==> config.mk <==
export PLATFORM = sky130hd
export DESIGN_NAME = eth_regbank
export DESIGN_NICKNAME = d
export VERILOG_FILES = /design/src/rtl/eth_regbank_pkg.sv /design/src/rtl/eth_regbank_cell.sv /design/src/rtl/eth_regbank.sv
export SDC_FILE = /design/constraint.sdc
export NUM_CORES = 1
export LEC_CHECK = 0
export CORE_AREA = 2 2 228 230
export DETAILED_ROUTE_END_ITERATION = 7
export DIE_AREA = 0 0 230 232
export GPL_TIMING_DRIVEN = 0
export PLACE_DENSITY = 0.63
export SLEW_MARGIN = 20
export SYNTH_ARGS = -nofsm -noshare
export SYNTH_HDL_FRONTEND = slang
export SYNTH_SLANG_ARGS = --single-unit
==> constraint.sdc <==
create_clock -name Clk -period 1.1 [get_ports Clk]
set_input_delay 0.22 -clock Clk [delete_from_list [all_inputs] [get_ports Clk]]
set_output_delay 0.22 -clock Clk [all_outputs]
set_load 0.05 [all_outputs]
==> src/rtl/eth_regbank_pkg.sv <==
// ============================================================================
// Module      : eth_regbank_pkg
// Description : Shared access-mode encodings for the Ethernet MAC register bank.
// Revision    : 1.0 - initial release
// ============================================================================
`default_nettype none

package eth_regbank_pkg;

    typedef enum logic [1:0] {
        ETH_RB_RW  = 2'd0,
        ETH_RB_RO  = 2'd1,
        ETH_RB_W1C = 2'd2,
        ETH_RB_RC  = 2'd3
    } eth_rb_mode_e;

endpackage

`default_nettype wire

==> src/rtl/eth_regbank_cell.sv <==
// ============================================================================
// Module      : eth_regbank_cell
// Description : One control/status register with byte-lane writes and a
//               per-instance access mode (RW, RO, W1C, RC).
// Revision    : 1.0 - initial release
// ============================================================================
`default_nettype none

module eth_regbank_cell
    import eth_regbank_pkg::*;
#(
    parameter int               WIDTH       = 32,
    parameter logic [WIDTH-1:0] RESET_VALUE = '0,
    parameter logic [1:0]       MODE        = ETH_RB_RW
) (
    input  logic                 clk,
    input  logic                 rst_n,
    input  logic                 i_sync_reset,
    input  logic                 i_wr_en,
    input  logic                 i_rd_clr,
    input  logic [WIDTH-1:0]     i_data,
    input  logic [WIDTH/8-1:0]   i_byte_en,
    input  logic [WIDTH-1:0]     i_hw,
    output logic [WIDTH-1:0]     o_value
);

    localparam int NUM_BYTES = WIDTH / 8;

    logic [WIDTH-1:0] w_wr_mask;
    logic [WIDTH-1:0] w_value_d;
    logic [WIDTH-1:0] r_value_q;

    always_comb begin
        w_wr_mask = '0;
        for (int b = 0; b < NUM_BYTES; b++) begin
            w_wr_mask[b*8 +: 8] = {8{i_byte_en[b] & i_wr_en}};
        end
    end

    // Hardware set is OR-ed in last so it wins over a same-cycle clear.
    always_comb begin
        w_value_d = r_value_q;
        if (i_sync_reset) begin
            w_value_d = RESET_VALUE;
        end else begin
            case (MODE)
                ETH_RB_RW:  w_value_d = (r_value_q & ~w_wr_mask) | (i_data & w_wr_mask);
                ETH_RB_RO:  w_value_d = i_hw;
                ETH_RB_W1C: w_value_d = (r_value_q & ~(i_data & w_wr_mask)) | i_hw;
                default:    w_value_d = (i_rd_clr ? '0 : r_value_q) | i_hw;
            endcase
        end
    end

    always_ff @(posedge clk or negedge rst_n) begin
        if (!rst_n) begin
            r_value_q <= RESET_VALUE;
        end else begin
            r_value_q <= w_value_d;
        end
    end

    assign o_value = r_value_q;

endmodule

`default_nettype wire

==> src/rtl/eth_regbank.sv <==
// ============================================================================
// Module      : eth_regbank
// Description : Parametrised CSR bank: address decode, registered reads with
//               valid/error strobes, and NUM_REGS mode-configurable cells.
// Revision    : 1.0 - initial release
// ============================================================================
`default_nettype none

module eth_regbank
    import eth_regbank_pkg::*;
#(
    parameter int                        WIDTH       = 32,
    parameter int                        NUM_REGS    = 8,
    parameter int                        ADDR_W      = 3,
    parameter logic [NUM_REGS*WIDTH-1:0] RESET_VALUE = '0,
    parameter logic [2*NUM_REGS-1:0]     MODE        = '0
) (
    input  logic                        Clk,
    input  logic                        Resetn,
    input  logic                        SyncReset,
    input  logic [ADDR_W-1:0]           Addr,
    input  logic [WIDTH-1:0]            DataIn,
    input  logic [WIDTH/8-1:0]          ByteEn,
    input  logic                        Write,
    input  logic                        Read,
    input  logic [NUM_REGS*WIDTH-1:0]   HwIn,
    output logic [WIDTH-1:0]            DataOut,
    output logic                        ReadValid,
    output logic                        AddrErr,
    output logic [NUM_REGS*WIDTH-1:0]   RegOut
);

    logic                w_in_range;
    logic [NUM_REGS-1:0] w_wr_sel;
    logic [NUM_REGS-1:0] w_rd_sel;
    logic [WIDTH-1:0]    w_rd_data;
    logic [WIDTH-1:0]    w_cell_value [NUM_REGS];

    logic [WIDTH-1:0]    w_data_out_d;
    logic                w_read_valid_d;
    logic                w_addr_err_d;
    logic [WIDTH-1:0]    r_data_out_q;
    logic                r_read_valid_q;
    logic                r_addr_err_q;

    // Out-of-range addresses match no cell, so the read mux yields zero.
    always_comb begin
        w_in_range = (int'(Addr) < NUM_REGS);
        w_wr_sel   = '0;
        w_rd_sel   = '0;
        w_rd_data  = '0;
        for (int i = 0; i < NUM_REGS; i++) begin
            if (int'(Addr) == i) begin
                w_wr_sel[i] = Write;
                w_rd_sel[i] = Read;
                w_rd_data   = w_cell_value[i];
            end
        end
    end

    for (genvar gi = 0; gi < NUM_REGS; gi++) begin : g_cell
        eth_regbank_cell #(
            .WIDTH       (WIDTH),
            .RESET_VALUE (RESET_VALUE[gi*WIDTH +: WIDTH]),
            .MODE        (MODE[2*gi +: 2])
        ) u_cell (
            .clk          (Clk),
            .rst_n        (Resetn),
            .i_sync_reset (SyncReset),
            .i_wr_en      (w_wr_sel[gi]),
            .i_rd_clr     (w_rd_sel[gi]),
            .i_data       (DataIn),
            .i_byte_en    (ByteEn),
            .i_hw         (HwIn[gi*WIDTH +: WIDTH]),
            .o_value      (w_cell_value[gi])
        );

        assign RegOut[gi*WIDTH +: WIDTH] = w_cell_value[gi];
    end

    always_comb begin
        w_data_out_d   = r_data_out_q;
        w_read_valid_d = 1'b0;
        w_addr_err_d   = 1'b0;
        if (SyncReset) begin
            w_data_out_d = '0;
        end else begin
            w_read_valid_d = Read;
            w_addr_err_d   = (Read | Write) & ~w_in_range;
            if (Read) begin
                w_data_out_d = w_rd_data;
            end
        end
    end

    always_ff @(posedge Clk or negedge Resetn) begin
        if (!Resetn) begin
            r_data_out_q   <= '0;
            r_read_valid_q <= 1'b0;
            r_addr_err_q   <= 1'b0;
        end else begin
            r_data_out_q   <= w_data_out_d;
            r_read_valid_q <= w_read_valid_d;
            r_addr_err_q   <= w_addr_err_d;
        end
    end

    assign DataOut   = r_data_out_q;
    assign ReadValid = r_read_valid_q;
    assign AddrErr   = r_addr_err_q;

endmodule

`default_nettype wire

-- Word level (Yosys, flattened, before mapping)
Index checks and enable logic that the tools add are counted.
- register bits: 289
- latch bits: 0
- RAM bits: 0
- bits in read-only memories: 0
- bits of input ports: 300
- memories: 0
- add/subtract/negate cells: 0
- $mul: 0
- divide/modulo/power cells: 0
- order comparisons: 0
- equal/unequal tests: 7
- shifts and indexed selects: 0
- mux-type cells: 27
- bitwise gates (word level): 64
- reduce and logical (&&, ||, !) cells: 2
- operators by type and width (cell ; number):
    32-bit two-way mux ; 18
    32-bit bitwise AND ; 16
    32-bit inverter ; 8
    32-bit OR ; 8
    1-bit bitwise AND ; 32
    3-bit equality test, second input constant ; 4
    1-bit two-way mux ; 9
    3-bit by 2-bit equality test with 1-bit output, second input constant ; 2
    3-bit by 1-bit equality test with 1-bit output, second input constant ; 1
    3-bit zero test ; 1
    2-bit nonzero test ; 1

-- Longest topological paths before layout
Gate-level depths: netlist (run 1).
- word-level depth: 11
- depth in mapped cells: 8
- gate-level depth less buffers: 4

-- By module
A second synthesis (run 1) with hierarchy kept.
- cells, all modules: 1465
- area total of the unflattened synthesis: 16009.1 um^2
- modules (own cells, without submodules) (module ; instances ; cells each ; area an instance (um^2)):
    eth_regbank_cell ; 8 ; 146 ; 1622.8
    eth_regbank ; 1 ; 297 ; 3026.7

-- Least setup slack after synthesis (run 1)
Ideal clock, no wire load.
- kind: flip-flop to flip-flop
- start point: register g_cell[6].u_cell.r_value_q[14]
- end point: register r_data_out_q[14], in the netlist DataOut[14]
- arrival time: 1415 ps
- data required time: 1001 ps
- slack: -415 ps
- cell stages (with the launch flop): 5
- cell sequence: dfrtp_1 -> mux2i_1 -> a2bb2oi_1 -> a221o_1 -> a311oi_1
- cells in the longest elaborated chain, start to end: 4
- RTL lines (item ; line ; RTL):
    start, declared ; eth_regbank_cell.sv:31 ; logic [WIDTH-1:0] r_value_q;
    start signal, assigned ; eth_regbank_cell.sv:59 ; r_value_q <= w_value_d;
    32-bit two-way mux (2 in series) ; eth_regbank.sv:53 ; if (int'(Addr) == i) begin
    32-bit two-way mux ; eth_regbank.sv:90 ; if (Read) begin
    32-bit two-way mux ; eth_regbank.sv:85 ; if (SyncReset) begin
    end signal, assigned ; eth_regbank.sv:102 ; r_data_out_q <= w_data_out_d;
    end, declared ; eth_regbank.sv:42 ; logic [WIDTH-1:0] r_data_out_q;
No other way between the ends. The select of a mux whose other input is x is not followed.
A chain may end at the register's enable or synchronous reset.

-- Worst setup path after layout (run 1)
- start point: register g_cell[6].u_cell.r_value_q[29]
- end point: register r_data_out_q[29], in the netlist DataOut[29]
The elaborated chain is that of the path after synthesis.

==> metrics.cfg, run 1 <==
[detailed_routing]
wire_per_inst_um = 28.47
drtIter0Drc = 1988
vias_per_cell = 5.756
wl_um = 83260
via_count = 16840
firstDrtPassIters = 6
drc = 0
ant_nets = 0

[synth]
synthXorXnorAreaFrac_pct = 0
async_reset_ff_share_pct = 100.0
netlist_area_sq_mm = 0.01494
synth-simple-area-share_pct = 18.51
synth_area_leader_cell = dfrtp_1
yosys-top-cells-area = dfrtp_1 48%, a21oi_1 7.5%, o21ai_0 7.1%
synth_nets = 1908
synth-warning-count = 0
synth_adder_area_share_pct = 0
seq_area_frac_synth_pct = 48.41
ys_ff_latch = 289
synth_top_family_by_area = compound AO/OA/AOI/OAI gates
synth-compound-area-share_pct = 20.04
synth_edf_count = 0
yosysUniqueCellTypes = 56
synthDominantCellAreaShare_pct = 48.41
netlist_instances = 1608
syn_avg_cell_area_sq_um = 9.291
ys.flop_type = dfrtp_1
synth_mux_area_share_pct = 7.613

[critical_path]
path_buf_inv = 0
cp-end-kind = flop
worstSetupStartpointType = flop
crit_slowest_cell = mux4_2
slowest_delay_ns = 0.52
worstSetupPathType = flop to flop
cp.arrival_ns = 1.86
crit_required_ns = 1.52
cp_cell_sequence = mux4_2 -> a2bb2oi_2 -> nand3b_1 -> a21oi_2
crit_family = multiplexers
critPathMaxFanout = 3

[timing]
hold_violations = 192
worstMarginPinSlew_ns = 0.6291
worst_slack_ns = -0.3410
slew-limit-headroom_pct = 58.06
whs_ns = -0.1332
clock_skew_ns = 0.01519
post-route-period-util_pct = 131.0
slew_viol_final = 0
setup_viol = 329
fmax_mhz = 694.0
rsz0062_at_grt = yes
fin_tns_setup_ns = -79.08
period_needed_ns = 1.441

[clock_tree]
clock_path_buffers = 3
clk_latency_ns = 0.55
cts_tree = yes
cts_sinks = 289
clock-root-buffer = clkbuf_16
clk_pin_slew_ns = 0.06
hold_buffers = 3
h-tree-depth = 2
cts_made_buffers = 34

[global_route]
grt_usage_pct = 29.74
grt_pass1_wl_um = 115100
grt_pass1_vias = 16480
grt_overflow = 0
grt_max_degree = 98
antenna_found_initial = 1

[flow_run]
max-cap-violations = 0

[layout]
drive_gt1_share_pct = 46.86
area_growth_pct = 64.05
fin_nets = 2518

[pwr]
p_leak_uw = 0.01091
irDropWorstVdd_uv = 830.6
power_density_mw_per_mm2 = 1124
p_total_uw = 27550

[floorplanning]
die_area_sq_mm = 0.05336
start_util_pct = 29.36
num_rows = 83
die-width_um = 230
ios = 590
die_height_um = 232
coreArea_sq_mm = 0.05089

[run_status]
violations = hold timing, setup timing
status = finished with violations

[placement]
portBuffers = 298
dp_hpwl_um = 56660
gp_congestion = 0.9291

[worst_hold_path]
hold_path_class = primary input to asynchronous set/reset pin

## worst reg2reg max path: cells and delay by family (launching register included)
| kind | cells | cell delay [ns] |
|---|---|---|
| mux | 1 | 0.52 |
| flops | 1 | 0.43 |
| compound gates | 2 | 0.22 |
| simple gates | 1 | 0.16 |
## where the power goes
group | switching (uW) | internal (uW) | total, uW
Sequential | 196 | 10800 | 11000
Clock | 4840 | 6890 | 11700
Combinational | 3140 | 1680 | 4820
## registers in the layout (all words and copies together) (netlist names)
register and flops:
g_cell.u_cell.o_value 256, DataOut 32, ReadValid 1
## through the flow
step	util (%)	std cells	area [sq um]	setup slack, ns
2_1_floorplan	-	1608	15580	-0.2881
3_3_place_gp	38.16	2586	19420	-14.39
3_5_place_dp	38.33	2589	19510	-1.733
4_1_cts	46.50	2880	23660	-0.3381
5_1_grt	48.15	2923	24500	-0.3546
6_report	48.16	2925	24510	-0.3410
## routing by layer
layer	global-route usage, %	part of all wire (%)
met4	11.57	4.2
met3	9.541	12
met5	0	0.016
met2	43.00	41
met1	41.06	42
## layout make-up
type	count	area [sq um]
fill	4708	26380
multi-input combinational	1143	7891
antenna	2	5.005
sequential	289	7388
timing repair buffer	575	5812
clock inverter	7	88.84
tap	680	850.8
clock buffer	54	1027
inverter	2	16.27
buffer	173	1428
## logic make-up after synthesis
logic type             count (synthesis)
AOI/OAI and AO/OA                    534
muxes                                109
other                                  1
DFF                                  289
buffers and inverters                176
and+or+nand+nor                      499
## cells in the final DEF (no fill, tap or decap), types with 18 or more instances in the layout
cell,count
nor2_4,23
nand4b_1,18
o21ai_0,150
dfrtp_2,125
and4b_1,18
mux2i_1,74
dfrtp_1,164
buf_4,245
nor2_1,73
nand3_1,18
nand2_1,234
buf_8,18
a21oi_1,215
o22a_1,19
nor4_4,18
buf_6,334
nor4bb_4,19
clkbuf_4,32
clkbuf_16,38
clkbuf_2,29
clkbuf_1,51
o21ai_1,61
clkbuf_8,22
mux2_2,19
## synthesized netlist by cell type (4+ instances only)
cell,instances
nor4_2,13
dfrtp_1,289
nand3_1,20
a22o_1,7
o221ai_1,25
nand3b_1,9
buf_4,8
nor2_1,95
o22ai_1,16
a311oi_1,4
and4b_1,18
nor4bb_1,20
and4bb_2,7
nand4b_1,18
mux2i_1,81
a2bb2oi_1,5
buf_6,8
a221o_1,4
nor2_2,4
nand2_1,240
a2111oi_0,4
mux2_2,27
clkbuf_1,120
nand2b_1,18
o21a_1,8
buf_2,35
a21oi_1,224
and2_1,4
nor4_4,5
o21ai_0,212
o22a_1,19
and4bb_1,9
## final timing paths
kind	start	to	slack, ns	cells after the start
setup / recovery	g_cell[6].u_cell.o_value[29]	DataOut[29]	-0.34	4
hold / removal	Resetn	g_cell[2].u_cell.o_value[22]	-0.13	4
setup reg to reg	g_cell[6].u_cell.o_value[29]	DataOut[29]	-0.34	4
hold reg to reg	DataOut[15]	DataOut[15]	0.54	2
max in group asynchronous	Resetn	g_cell[6].u_cell.o_value[0]	0.27	5
min in group Clk	DataIn[14]	g_cell[1].u_cell.o_value[14]	0.06	3
## what timing repair did
item / CTS / global route
cloned: 3 / 1
pin swaps: 33 / 67
endpoints found under the setup margin: 578 / 530
setup buffers: 225 / 42
endpoints found under the hold margin: 192 / 170
resized for setup: 2269 / 133
No activity file was read; power rests on OpenSTA's default activity.
==> run 2, diff against run 1 <==
--- a/config.mk
+++ b/config.mk
@@ -9,6 +9,7 @@
 export DETAILED_ROUTE_END_ITERATION = 7
 export DIE_AREA = 0 0 230 232
 export GPL_TIMING_DRIVEN = 0
+export HOLD_SLACK_MARGIN = 0.05
 export PLACE_DENSITY = 0.63
 export SLEW_MARGIN = 20
 export SYNTH_ARGS = -nofsm -noshare
==> run 2 against run 1 <==
  * The flow still finishes with violations (hold timing, setup timing)
  * Clock power barely moved
  * Clock skew rose by 0.0024 ns
  * Worst hold slack improved by 0.015 ns
  * Core utilization rose by 0.14 points
  * Clock-buffer cell count did not move
  * Register-to-register slack barely moved
  * Final cell count rose by 0.14%
  * Sequential power barely moved
  * Critical endpoint is now RegOut[26]
  * Largest cell class unchanged
==> metrics.cfg, run 2 (same netlist as run 1, synthesis figures left out) <==
[run_status]
status = finished with violations
violations = hold timing, setup timing

[floorplanning]
die_area_sq_mm = 0.05336  ; unchanged
ios = 590  ; unchanged
num_rows = 83  ; unchanged
coreArea_sq_mm = 0.05089  ; unchanged
die_height_um = 232  ; unchanged
start_util_pct = 29.36  ; unchanged
die-width_um = 230  ; unchanged

[pwr]
p_total_uw = 27600  ; +0.18%
power_density_mw_per_mm2 = 1123  ; -0.11%
irDropWorstVdd_uv = 832.1  ; +0.18%
p_leak_uw = 0.01093  ; +0.25%

[critical_path]
r2r_cells = 4  ; unchanged
timing.rr.start = g_cell[0].u_cell.o_value[29]
reg2reg_to = DataOut[29]
critPathMaxFanout = 3  ; unchanged
cp-end-kind = output pin
crit_family = flip-flops
r2r_slack_ns = -0.33  ; about the same
crit_required_ns = 0.88  ; -0.64 ns
worstSetupPathType = flop to output pin
slowest_delay_ns = 0.47  ; -0.05 ns
cp_cell_sequence = buf_6
path_buf_inv = 1  ; +1
crit_slowest_cell = dfrtp_1
cp.arrival_ns = 1.22  ; -0.64 ns
worstSetupStartpointType = flop

[global_route]
antenna_found_initial = 0  ; -1
grt_usage_pct = 29.71  ; about the same
grt_overflow = 0  ; unchanged
grt_max_degree = 98  ; unchanged
grt_pass1_wl_um = 115100  ; about the same
grt_pass1_vias = 16480  ; -0.042%

[layout]
final_common_cell = buf_6
fin_nets = 2523  ; +0.20%
largest_register_ffs = 256  ; unchanged
final_cell_mix = 332 x buf_6, 243 x buf_4, 234 x nand2_1, 214 x a21oi_1, 164 x dfrtp_1
seq_area_sq_mm = 0.007388  ; unchanged
drive_gt1_share_pct = 46.66  ; -0.19 points
fillerInstances = 4686  ; -0.47%
final_util_pct = 48.30  ; +0.14 points
multi_input_area_sq_mm = 0.007900  ; +0.11%
area_growth_pct = 64.53

[detailed_routing]
drtIter0Drc = 2095  ; +5.4%
firstDrtPassIters = 6  ; unchanged
wl_um = 83490  ; +0.28%
drc = 0  ; unchanged
ant_nets = 0  ; unchanged
wire_per_inst_um = 28.51  ; +0.14%
vias_per_cell = 5.795  ; +0.69%
via_count = 16980  ; +0.83%

[flow_run]
max-cap-violations = 0  ; unchanged

[clock_tree]
clk_latency_ns = 0.55  ; about the same
cts_sinks = 289  ; unchanged
cts_made_buffers = 34  ; unchanged
clk_pin_slew_ns = 0.06  ; about the same
clock-root-buffer = clkbuf_16
h-tree-depth = 2  ; unchanged
clock_path_buffers = 3  ; unchanged
cts_tree = yes

[timing]
rsz0062_at_grt = yes
slew-limit-headroom_pct = 57.95  ; -0.11 points
setup_viol = 331  ; +0.61%
worst_slack_ns = -0.3352  ; +0.005799 ns
clock_skew_ns = 0.01759  ; +0.002403 ns
slew_viol_final = 0  ; unchanged
hold_violations = 170  ; -11%
whs_ns = -0.1182  ; +0.01498 ns
worstMarginPinSlew_ns = 0.6308  ; +0.001700 ns
fin_tns_setup_ns = -79.36  ; -0.2830 ns
period_needed_ns = 1.435  ; -0.005799 ns
fmax_mhz = 696.8  ; +0.40%
post-route-period-util_pct = 130.5  ; -0.53 points

[worst_hold_path]
hold_path_class = primary input to asynchronous set/reset pin

[placement]
dpl_worst_slack_ns = -1.733  ; unchanged
dp_hpwl_um = 56660  ; unchanged
portBuffers = 298  ; unchanged
gp_congestion = 0.9291  ; unchanged

-- run 2: changes by cell type in the layout (fill, tap and decap cells not counted), sizes merged --
cell / delta
buf: -2
nand3b: +1
diode: -1
dlygate4sd3: +6
-- run 2: worst max-delay path by stage --
stage                            startpoint                     endpoint  slack (ns)  cells past startpoint
2_1_floorplan  g_cell[6].u_cell.o_value[29]                  DataOut[29]       -0.29                      4
3_3_place_gp                         Resetn  g_cell[6].u_cell.o_value[6]      -14.39                      1
3_5_place_dp                        Addr[0]                   DataOut[4]       -1.73                      8
4_1_cts        g_cell[6].u_cell.o_value[29]                  DataOut[29]       -0.34                      4
5_1_grt        g_cell[4].u_cell.o_value[29]                  DataOut[29]       -0.36                      4
6_report       g_cell[0].u_cell.o_value[26]                   RegOut[26]       -0.34                      1
-- run 2: layer usage --
metal / GRT usage (%) / up-vias / wire [um]
met5: 0 / - / 0
met4: 11.49 / 0 / 3171
met3: 9.271 / 205 / 10660
met2: 43.00 / 1302 / 34850
met1: 41.20 / 8481 / 34810
li1: - / 6987 / -
-- run 2: power breakdown --
part	internal (uW)	switching, uW	total, uW
Clock	6890	4850	11700
Sequential	10800	197	11000
Combinational	1710	3150	4860
-- run 2: layout make-up --
cell class / count / share of cell area [%]
timing repair buffer: 579 / 23.90
tap: 680 / 3.461
sequential: 289 / 30.06
clock buffer: 54 / 4.179
clock inverter: 7 / 0.3614
buffer: 173 / 5.818
inverter: 2 / 0.06617
antenna: 1 / 0.01018
multi-input combinational: 1144 / 32.14
-- run 2: repair_timing --
action,in CTS,in global routing
cloned,3,2
setup buffers,225,39
resized for setup,2269,134
endpoints found under the setup margin,578,530
endpoints found under the hold margin,216,22
hold buffers,7,3
pin swaps,33,64
-- run 2: stage by stage --
| step | instances | cell area [sq um] |
|---|---|---|
| after global routing | 2928 | 24580 |
| final | 2929 | 24580 |
| after floorplan | 1608 | 15580 |
| after CTS | 2884 | 23700 |
| after detailed placement | 2589 | 19510 |
| after global placement | 2586 | 19420 |
-- run 2: worst min-delay path: cells and delay by family --
kind / cells / cell delay (ns)
buffers and inverters: 4 / 0.62
